$ cat config.mk
export PLATFORM = sky130hd
export DESIGN_NAME = fetch_unit
export DESIGN_NICKNAME = d
export VERILOG_FILES = /design/src/rtl/fetch_unit_pkg.sv /design/src/rtl/fetch_unit.sv
export SDC_FILE = /design/constraint.sdc
export NUM_CORES = 1
export LEC_CHECK = 0
export CORE_AREA = 2 2 109 111
export CTS_CLUSTER_SIZE = 14
export DETAILED_ROUTE_END_ITERATION = 16
export DIE_AREA = 0 0 111 113
export PLACE_DENSITY = 0.76
export SYNTH_ARGS = -nofsm -noshare
export SYNTH_HDL_FRONTEND = slang
export SYNTH_SLANG_ARGS = --single-unit
$ cat constraint.sdc
create_clock -name clk -period 1.6 [get_ports clk]
set_input_delay 0.16 -clock clk [delete_from_list [all_inputs] [get_ports clk]]
set_output_delay 0.16 -clock clk [all_outputs]
set_load 0.005 [all_outputs]
$ cat src/rtl/fetch_unit_pkg.sv
// Shared core definitions: datapath width, fetch-state encoding, default
// reset PC and the canonical NOP used as the "no instruction" filler.
package fetch_unit_pkg;

    localparam int XLEN = 32;

    localparam logic [XLEN-1:0] DEFAULT_RESET_PC = 32'h0000_0000;
    // addi x0, x0, 0
    localparam logic [XLEN-1:0] DEFAULT_NOP_INST = 32'h0000_0013;

    typedef enum logic [2:0] {
        ST_BOOT,
        ST_REQ,
        ST_WAIT,
        ST_HOLD,
        ST_DRAIN
    } fetch_state_t;

    // Instruction fetches are always word aligned: clear the two low bits.
    function automatic logic [XLEN-1:0] align_word(input logic [XLEN-1:0] addr);
        return {addr[XLEN-1:2], 2'b00};
    endfunction

endpackage

$ cat src/rtl/fetch_unit.sv
// Instruction-fetch front end: owns the PC, requests words from instruction
// memory over valid/ready, and holds the returned word for decode.
// Optional macro FETCH_MISALIGN_TRAP_EN: a redirect to a non-word-aligned
// target raises fetch_misaligned for one cycle and parks fetch until the
// next redirect; without it the low target bits are silently cleared.
module fetch_unit
    import fetch_unit_pkg::*;
#(
    parameter logic [XLEN-1:0] RESET_PC = DEFAULT_RESET_PC,
    parameter logic [XLEN-1:0] NOP_INST = DEFAULT_NOP_INST
) (
    input  logic            clk,
    input  logic            rst_n,
    output logic            imem_req_valid,
    input  logic            imem_req_ready,
    output logic [XLEN-1:0] imem_addr,
    input  logic            imem_rsp_valid,
    input  logic [XLEN-1:0] imem_rsp_data,
    output logic            inst_valid,
    input  logic            inst_ready,
    output logic [XLEN-1:0] inst,
    output logic [XLEN-1:0] inst_pc,
    input  logic            redirect_valid,
    input  logic [XLEN-1:0] redirect_target,
    output logic            fetch_misaligned
);

    fetch_state_t    state_reg, state_next;
    logic [XLEN-1:0] pc_reg, pc_next;
    logic [XLEN-1:0] inst_reg, inst_next;
    logic [XLEN-1:0] inst_pc_reg, inst_pc_next;
    logic            inst_valid_reg, inst_valid_next;
    logic            drop_reg, drop_next;
    logic            redirect_live;
    logic [XLEN-1:0] redirect_pc;

    // Redirects are meaningless before the first fetch has been set up.
    assign redirect_live = redirect_valid && (state_reg != ST_BOOT);
    assign redirect_pc   = align_word(redirect_target);

`ifdef FETCH_MISALIGN_TRAP_EN
    logic park_reg, park_next;
    logic misaligned_reg, misaligned_next;

    // Trap bookkeeping: one-cycle flag plus the "parked until redirected" bit.
    always_ff @(posedge clk or negedge rst_n) begin
        if (!rst_n) begin
            park_reg       <= 1'b0;
            misaligned_reg <= 1'b0;
        end else begin
            park_reg       <= park_next;
            misaligned_reg <= misaligned_next;
        end
    end

    assign fetch_misaligned = misaligned_reg;
`else
    logic unused_target_bits;
    assign unused_target_bits = ^redirect_target[1:0];
    assign fetch_misaligned   = 1'b0;
`endif

    // Fetch state and datapath registers.
    always_ff @(posedge clk or negedge rst_n) begin
        if (!rst_n) begin
            state_reg      <= ST_BOOT;
            pc_reg         <= RESET_PC;
            inst_reg       <= NOP_INST;
            inst_pc_reg    <= RESET_PC;
            inst_valid_reg <= 1'b0;
            drop_reg       <= 1'b0;
        end else begin
            state_reg      <= state_next;
            pc_reg         <= pc_next;
            inst_reg       <= inst_next;
            inst_pc_reg    <= inst_pc_next;
            inst_valid_reg <= inst_valid_next;
            drop_reg       <= drop_next;
        end
    end

    // Next-state logic: normal fetch flow first, then redirect overrides it.
    always_comb begin
        state_next      = state_reg;
        pc_next         = pc_reg;
        inst_next       = inst_reg;
        inst_pc_next    = inst_pc_reg;
        inst_valid_next = inst_valid_reg;
        drop_next       = drop_reg;
`ifdef FETCH_MISALIGN_TRAP_EN
        park_next       = park_reg;
        misaligned_next = 1'b0;
`endif

        case (state_reg)
            ST_BOOT: state_next = ST_REQ;
            ST_REQ: begin
                if (imem_req_ready) begin
                    state_next = ST_WAIT;
                end
            end
            ST_WAIT: begin
                if (imem_rsp_valid) begin
                    inst_next       = imem_rsp_data;
                    inst_pc_next    = pc_reg;
                    inst_valid_next = 1'b1;
                    state_next      = ST_HOLD;
                end
            end
            ST_HOLD: begin
                if (inst_valid_reg && inst_ready) begin
                    pc_next         = pc_reg + 32'd4;
                    inst_valid_next = 1'b0;
                    inst_next       = NOP_INST;
                    state_next      = ST_REQ;
                end
            end
            ST_DRAIN: begin
                // The response owed to a squashed request is thrown away.
                if (imem_rsp_valid && drop_reg) begin
                    drop_next  = 1'b0;
                    state_next = ST_REQ;
                end
            end
            default: state_next = ST_BOOT;
        endcase

        if (redirect_live) begin
            pc_next         = redirect_pc;
            inst_pc_next    = inst_pc_reg;
            inst_valid_next = 1'b0;
            inst_next       = NOP_INST;
            if (state_reg == ST_DRAIN) begin
                // Still owed a response: keep draining, only the PC moves.
            end else if ((state_reg == ST_REQ && imem_req_ready) ||
                         (state_reg == ST_WAIT && !imem_rsp_valid)) begin
                drop_next  = 1'b1;
                state_next = ST_DRAIN;
            end else begin
                state_next = ST_REQ;
            end
        end

`ifdef FETCH_MISALIGN_TRAP_EN
        if (redirect_live) begin
            misaligned_next = (redirect_target[1:0] != 2'b00);
            park_next       = misaligned_next;
        end
        // A parked fetch idles in HOLD with nothing valid until redirected.
        if (park_next && state_next == ST_REQ) begin
            state_next = ST_HOLD;
        end
`endif
    end

    assign imem_req_valid = (state_reg == ST_REQ);
    assign imem_addr      = pc_reg;
    assign inst_valid     = inst_valid_reg;
    assign inst           = inst_reg;
    assign inst_pc        = inst_pc_reg;

endmodule

=== Word-level counts from Yosys, hierarchy flattened ===
Cells that the tools add are included.

* ROM bits: 0
* Latch bits: 0
* Bits in writable memories: 0
* Output and inout port bits: 99
* Bits in registers: 101
* Memories kept: 0
* Input bits: 70
* Logic and storage cells: 53

* $mul: 0
* Muxes and demuxes: 24
* Divide/modulo/power cells: 0
* Bitwise logic cells: 1
* $add $sub $neg: 1
* $lt $le $gt $ge: 0
* Reductions and logical operators: 15
* Equal/unequal tests: 6
* Shift-type cells: 0

{| class="wikitable"
|+ Operators with widths
! operator !! count
|-
| 32-bit 2-to-1 mux || 6
|-
| 32-bit case mux with 2 select lines || 1
|-
| 32-bit by 3-bit adder with 32-bit output (second input constant) || 1
|-
| 3-bit 2-to-1 mux || 7
|-
| 3-bit case mux with 5 select lines || 1
|-
| 1-bit 2-to-1 mux || 8
|-
| 3-bit by 2-bit equality test with 1-bit output (second input constant) || 2
|-
| 3-bit inequality test (second input constant) || 2
|-
| 3-bit AND reduction || 2
|-
| 3-bit nonzero test || 2
|-
| 1-bit logical AND || 5
|-
| 2-bit nonzero test || 2
|-
| 3-bit by 1-bit equality test with 1-bit output (second input constant) || 1
|-
| 3-bit equality test (second input constant) || 1
|-
| 3-bit logical NOT || 1
|-
| 1-bit case mux with 2 select lines || 1
|-
| 2-bit AND reduction || 1
|-
| 1-bit logical NOT || 1
|-
| 1-bit logical OR || 1
|-
| 1-bit NOT || 1
|}

=== Depth between registers and ports, before layout ===
Gate-level depths: netlist of run 1.

* Depth after elaboration: 6
* Gate-level depth with buffers: 7
* Gate-level depth less buffers: 5

=== Worst setup path after synthesis of run 1 ===
OpenSTA, ideal clock, no wires.

* Path type: register to register
* Start: register pc_reg[2] (netlist: imem_addr[2])
* End: register pc_reg[28] (netlist: imem_addr[28])
* Data required time: 1.518 ns
* Arrival: 1.650 ns
* Slack: -0.132 ns
* Library setup time: 0.082 ns
* Stages on the path, launching flop included: 6
* Buffers on the path: 0
* Cells stage by stage: dfrtp_1 ha_1 and2_1 nand4_1 or4_1 a31oi_1

* Word-level cells in the longest chain between the ends: 4

{| class="wikitable"
|+ Ends and longest elaborated chain
! element !! line !! RTL
|-
| start, declared || fetch_unit.sv:29 || <nowiki>logic [XLEN-1:0] pc_reg, pc_next;</nowiki>
|-
| start signal, assigned || fetch_unit.sv:74 || <nowiki>pc_reg <= pc_next;</nowiki>
|-
| 32-bit by 3-bit adder with 32-bit output || fetch_unit.sv:112 || <nowiki>pc_next = pc_reg + 32'd4;</nowiki>
|-
| 32-bit 2-to-1 mux || fetch_unit.sv:111 || <nowiki>if (inst_valid_reg && inst_ready) begin</nowiki>
|-
| 32-bit 2-to-1 mux || fetch_unit.sv:95 || <nowiki>case (state_reg)</nowiki>
|-
| 32-bit 2-to-1 mux || fetch_unit.sv:128 || <nowiki>if (redirect_live) begin</nowiki>
|}

No other way between the ends. The select of a mux whose other input is x is not followed.
A chain may end at the register's enable or synchronous reset.

=== Final worst setup path of run 1 ===
* Start: register state_reg[2]
* End: register pc_reg[19] (netlist: imem_addr[19])

* Word-level cells in the longest chain between the ends: 4

{| class="wikitable"
|+ Ends and longest elaborated chain
! element !! line !! RTL
|-
| start, declared || fetch_unit.sv:28 || <nowiki>fetch_state_t state_reg, state_next;</nowiki>
|-
| start signal, assigned || fetch_unit.sv:73 || <nowiki>state_reg <= state_next;</nowiki>
|-
| 3-bit nonzero test || fetch_unit.sv:38 || <nowiki>assign redirect_live = redirect_valid && (state_reg != ST_BOOT);</nowiki>
|-
| 1-bit logical AND || fetch_unit.sv:38 ||
|-
| 2-bit nonzero test (no source line) || n/a ||
|-
| 2-bit AND reduction (no source line) || n/a ||
|}

Several ways; a longest one is shown, not always the timed one.

==> results of run 1 <==
-- power by group through the flow --
stage               Combinational (mW)  Clock [mW]  Sequential, mW
floorplan                         1.57           0            4.00
global placement                  4.85           0            3.74
detailed placement                4.98           0            3.78
CTS                               5.20        2.50            3.74
global route                      6.17        2.59            4.02
finish                            5.74        2.49            3.92
-- metrics by stage --
stage | hold WS, ns | setup WS (ns)
CTS | 0.284 | -0.162
global route | 0.305 | -0.274
global placement | 0.108 | -0.438
finish | 0.270 | -0.213
detailed placement | 0.114 | -0.484
floorplan | -0.136 | -0.0300
-- cells by family after synthesis --
family,synth area share [%]
and+or+nand+nor,23.4
AOI/OAI and AO/OA,16.2
DFF,54.2
buffers and inverters,4.18
xor gates and xnor gates,1.17
muxes,0.446
adders and majority gates,0.279
other,0.0836
-- layer usage --
layer	track usage [%]	up-vias	wire length, µm
met2	40.0	234	7900
met4	10.2	0	562
li1	-	2147	-
met3	6.16	35	1400
met5	0	-	0
met1	28.0	2227	6390
-- critical path, delay by kind of cell (launching register included) --
kind,cells,cell delay (ns)
compound gates,1,0.18
simple gates,3,0.98
flops,1,0.40
buf+inv,1,0.19
-- final cells by class --
type / instances / area, µm² / area share, %
Clock inverter: 7 / 116 / 1.46
Inverter: 3 / 11.3 / 0.142
Multi-Input combinational cell: 326 / 2280 / 28.7
Sequential cell: 97 / 2430 / 30.6
Timing Repair Buffer: 267 / 2700 / 34.0
Clock buffer: 9 / 225 / 2.83
Tap cell: 143 / 179 / 2.25
-- placed cells by master, fill, tap and decap left out, types with 4 or more instances in the layout --
cell,count
buf_12,8
or3_1,5
nand2_4,19
or4_1,13
o31ai_1,11
nor2_1,20
o21ai_0,10
a22o_1,31
xor2_1,4
conb_1,5
nand2_2,35
buf_4,77
dfrtp_1,91
clkbuf_16,14
nand3_1,12
a31oi_1,17
dlygate4sd2_1,6
and2_1,4
buf_6,12
nand2_1,62
and4_1,5
clkdlybuf4s50_1,153
nand4_1,10
and3_1,5
-- Yosys cell counts (2+ instances only) --
| cell | n | share of area (%) |
|---|---|---|
| nand3b_1 | 2 | 0.33 |
| o311a_1 | 2 | 0.45 |
| nor4_1 | 2 | 0.28 |
| and2_2 | 2 | 0.33 |
| clkbuf_1 | 14 | 1.2 |
| buf_1 | 3 | 0.25 |
| nor3_1 | 4 | 0.45 |
| a22oi_1 | 2 | 0.33 |
| nand4_1 | 10 | 1.4 |
| xnor2_1 | 2 | 0.39 |
| a311oi_1 | 2 | 0.39 |
| a31oi_1 | 18 | 2.5 |
| nand2_1 | 116 | 9.7 |
| dfstp_2 | 3 | 1.8 |
| xor2_1 | 4 | 0.78 |
| buf_2 | 12 | 1.3 |
| o31ai_1 | 13 | 2.2 |
| a211o_1 | 2 | 0.39 |
| inv_1 | 3 | 0.25 |
| and3_1 | 5 | 0.70 |
| a22o_1 | 31 | 6.0 |
| mux2i_1 | 2 | 0.45 |
| o21ai_0 | 14 | 1.6 |
| o311ai_0 | 2 | 0.39 |
| o22a_1 | 3 | 0.59 |
| nand3_1 | 14 | 1.6 |
| nor2_1 | 20 | 1.7 |
| or4_1 | 15 | 2.5 |
| and4_1 | 5 | 0.98 |
| buf_4 | 7 | 1.2 |
| dfrtp_1 | 94 | 52 |
| and2_1 | 5 | 0.70 |
| or3_1 | 7 | 0.98 |
-- path summary, 6_finish.rpt --
path | to | from | cells after the start | slack [ns]
min in group clk | imem_addr[3] | redirect_target[3] | 3 | 0.36
setup / recovery | imem_addr[19] | state_reg[2] | 5 | -0.21
max in group asynchronous | inst[4] | rst_n | 3 | 0.71
setup reg to reg | imem_addr[19] | state_reg[2] | 5 | -0.21
hold / removal | inst[20] | rst_n | 2 | 0.27
hold reg to reg | inst_pc[19] | inst_pc[19] | 2 | 0.48
-- repair_timing --
item / in CTS / in global routing
endpoints found under the hold margin: 26 / 0
gates resized for setup: 18 / 104
cloned: 2 / 7
hold buffers: 1 / 0
buffers inserted: 7 / 9
endpoints found under the setup margin: 64 / 90
pin swaps: 6 / 80
==> reports/qor.yml, run 1 <==
antenna_cells: 0
crit_chain: "and4b_2 > buf_4 > nand3_1 > or4_1 > a31oi_1"
synth_edf_count: 0
cap_violations: 0
peakVddDrop_uv: 761
drcViolationCount: 0
h-tree-depth: 3
fp.dieArea_mm2: 0.0125
period_share_pct: 113
largest_reg_flops: 32
place_area_mm2: 0.00687
grt_start_max_net_pins: 42
wl_per_cell_um: 19.1
slew_viol_final: 0
seqPwrFrac_pct: 32.3
total_power_mw: 12.1
drt_wl_total_um: 16200
via_count: 4643
power_density_mw_per_mm2: 1530
crit_required_ns: 1.87
port_buffers: 161
power_switching_mw: 4.06
synth_area_mm2: 0.00449
cts_sinks: 97
first_pass_iters: 5
antenna_found_initial: 0
cts_root_buf: "clkbuf_16"
setup_viol: 72
final_util_pct: 70.5
internal_power_mw: 8.08
avgViaCountPerCell: 5.45
grt_overflow: 0
die_w_um: 111
critPathCaptureType: "flip-flop"
grt_setup_unrepaired: "yes"
arrival_ns: 2.09
cts_max_path_buffers: 2
crit_fanout: 6
dieHeight_um: 113
yosysWarningCount: 0
areaGrowthSynthToFinish_pct: 77.0
synthArstFlopShare_pct: 100
fill_cells: 793
core_mm2: 0.0113
fin_nets: 775
cts_tree: "done"
setup_tns_ns: -6.95
ys.flop_type: "dfrtp_1"
ant_nets: 0
gp_congestion: 0.860
grt_pass1_vias: 4579
outcome: "finished, violations left"
max_stage_delay_ns: 0.46
period_needed_ns: 1.81
combinationalPowerShare_pct: 47.2
switching_share_pct: 33.4
placementRows: 39
syn-instance-count: 458
grt_first_pass_wirelength_um: 23100
synth.distinct_cells: 51
dp_hpwl_um: 10400
fin_cells: 852
initial_utilization_pct: 39.8
seq_area_frac_synth_pct: 54.2
clk-insertion-delay-late_ns: 0.35
initialDrtViolationCount: 232
violations: "setup timing"
timing.final.ws_setup_ns: -0.213
clk_pin_slew_worst_paths_ns: 0.07
ios: 169
start_kind: "flip-flop"
place_inst: 811
critPathKind: "flip-flop to flip-flop"
hold_violations: 0
fmax_ghz: 0.551
layout-drive-gt1-share_pct: 29.6
syn_avg_cell_area_um2: 9.80
ys_seq_elements: 97
grt_usage_pct: 23.3
cts_made_buffers: 9
skew_ns: 0.0104
p_leak_nw: 3.48
worst_path_max_delay_cell: "or4_1"
hold_path.class: "input port to asynchronous set/reset pin"
clkPwrFrac_pct: 20.5
finalInstanceArea_mm2: 0.00795
Power figures use the tool's default switching activity.
==> run 2: changes to the inputs <==
Settings changed: GPL_ROUTABILITY_DRIVEN set to 1.
==> results of run 2 <==
No change in the layout: final DEF, timing and power equal those of run 1.
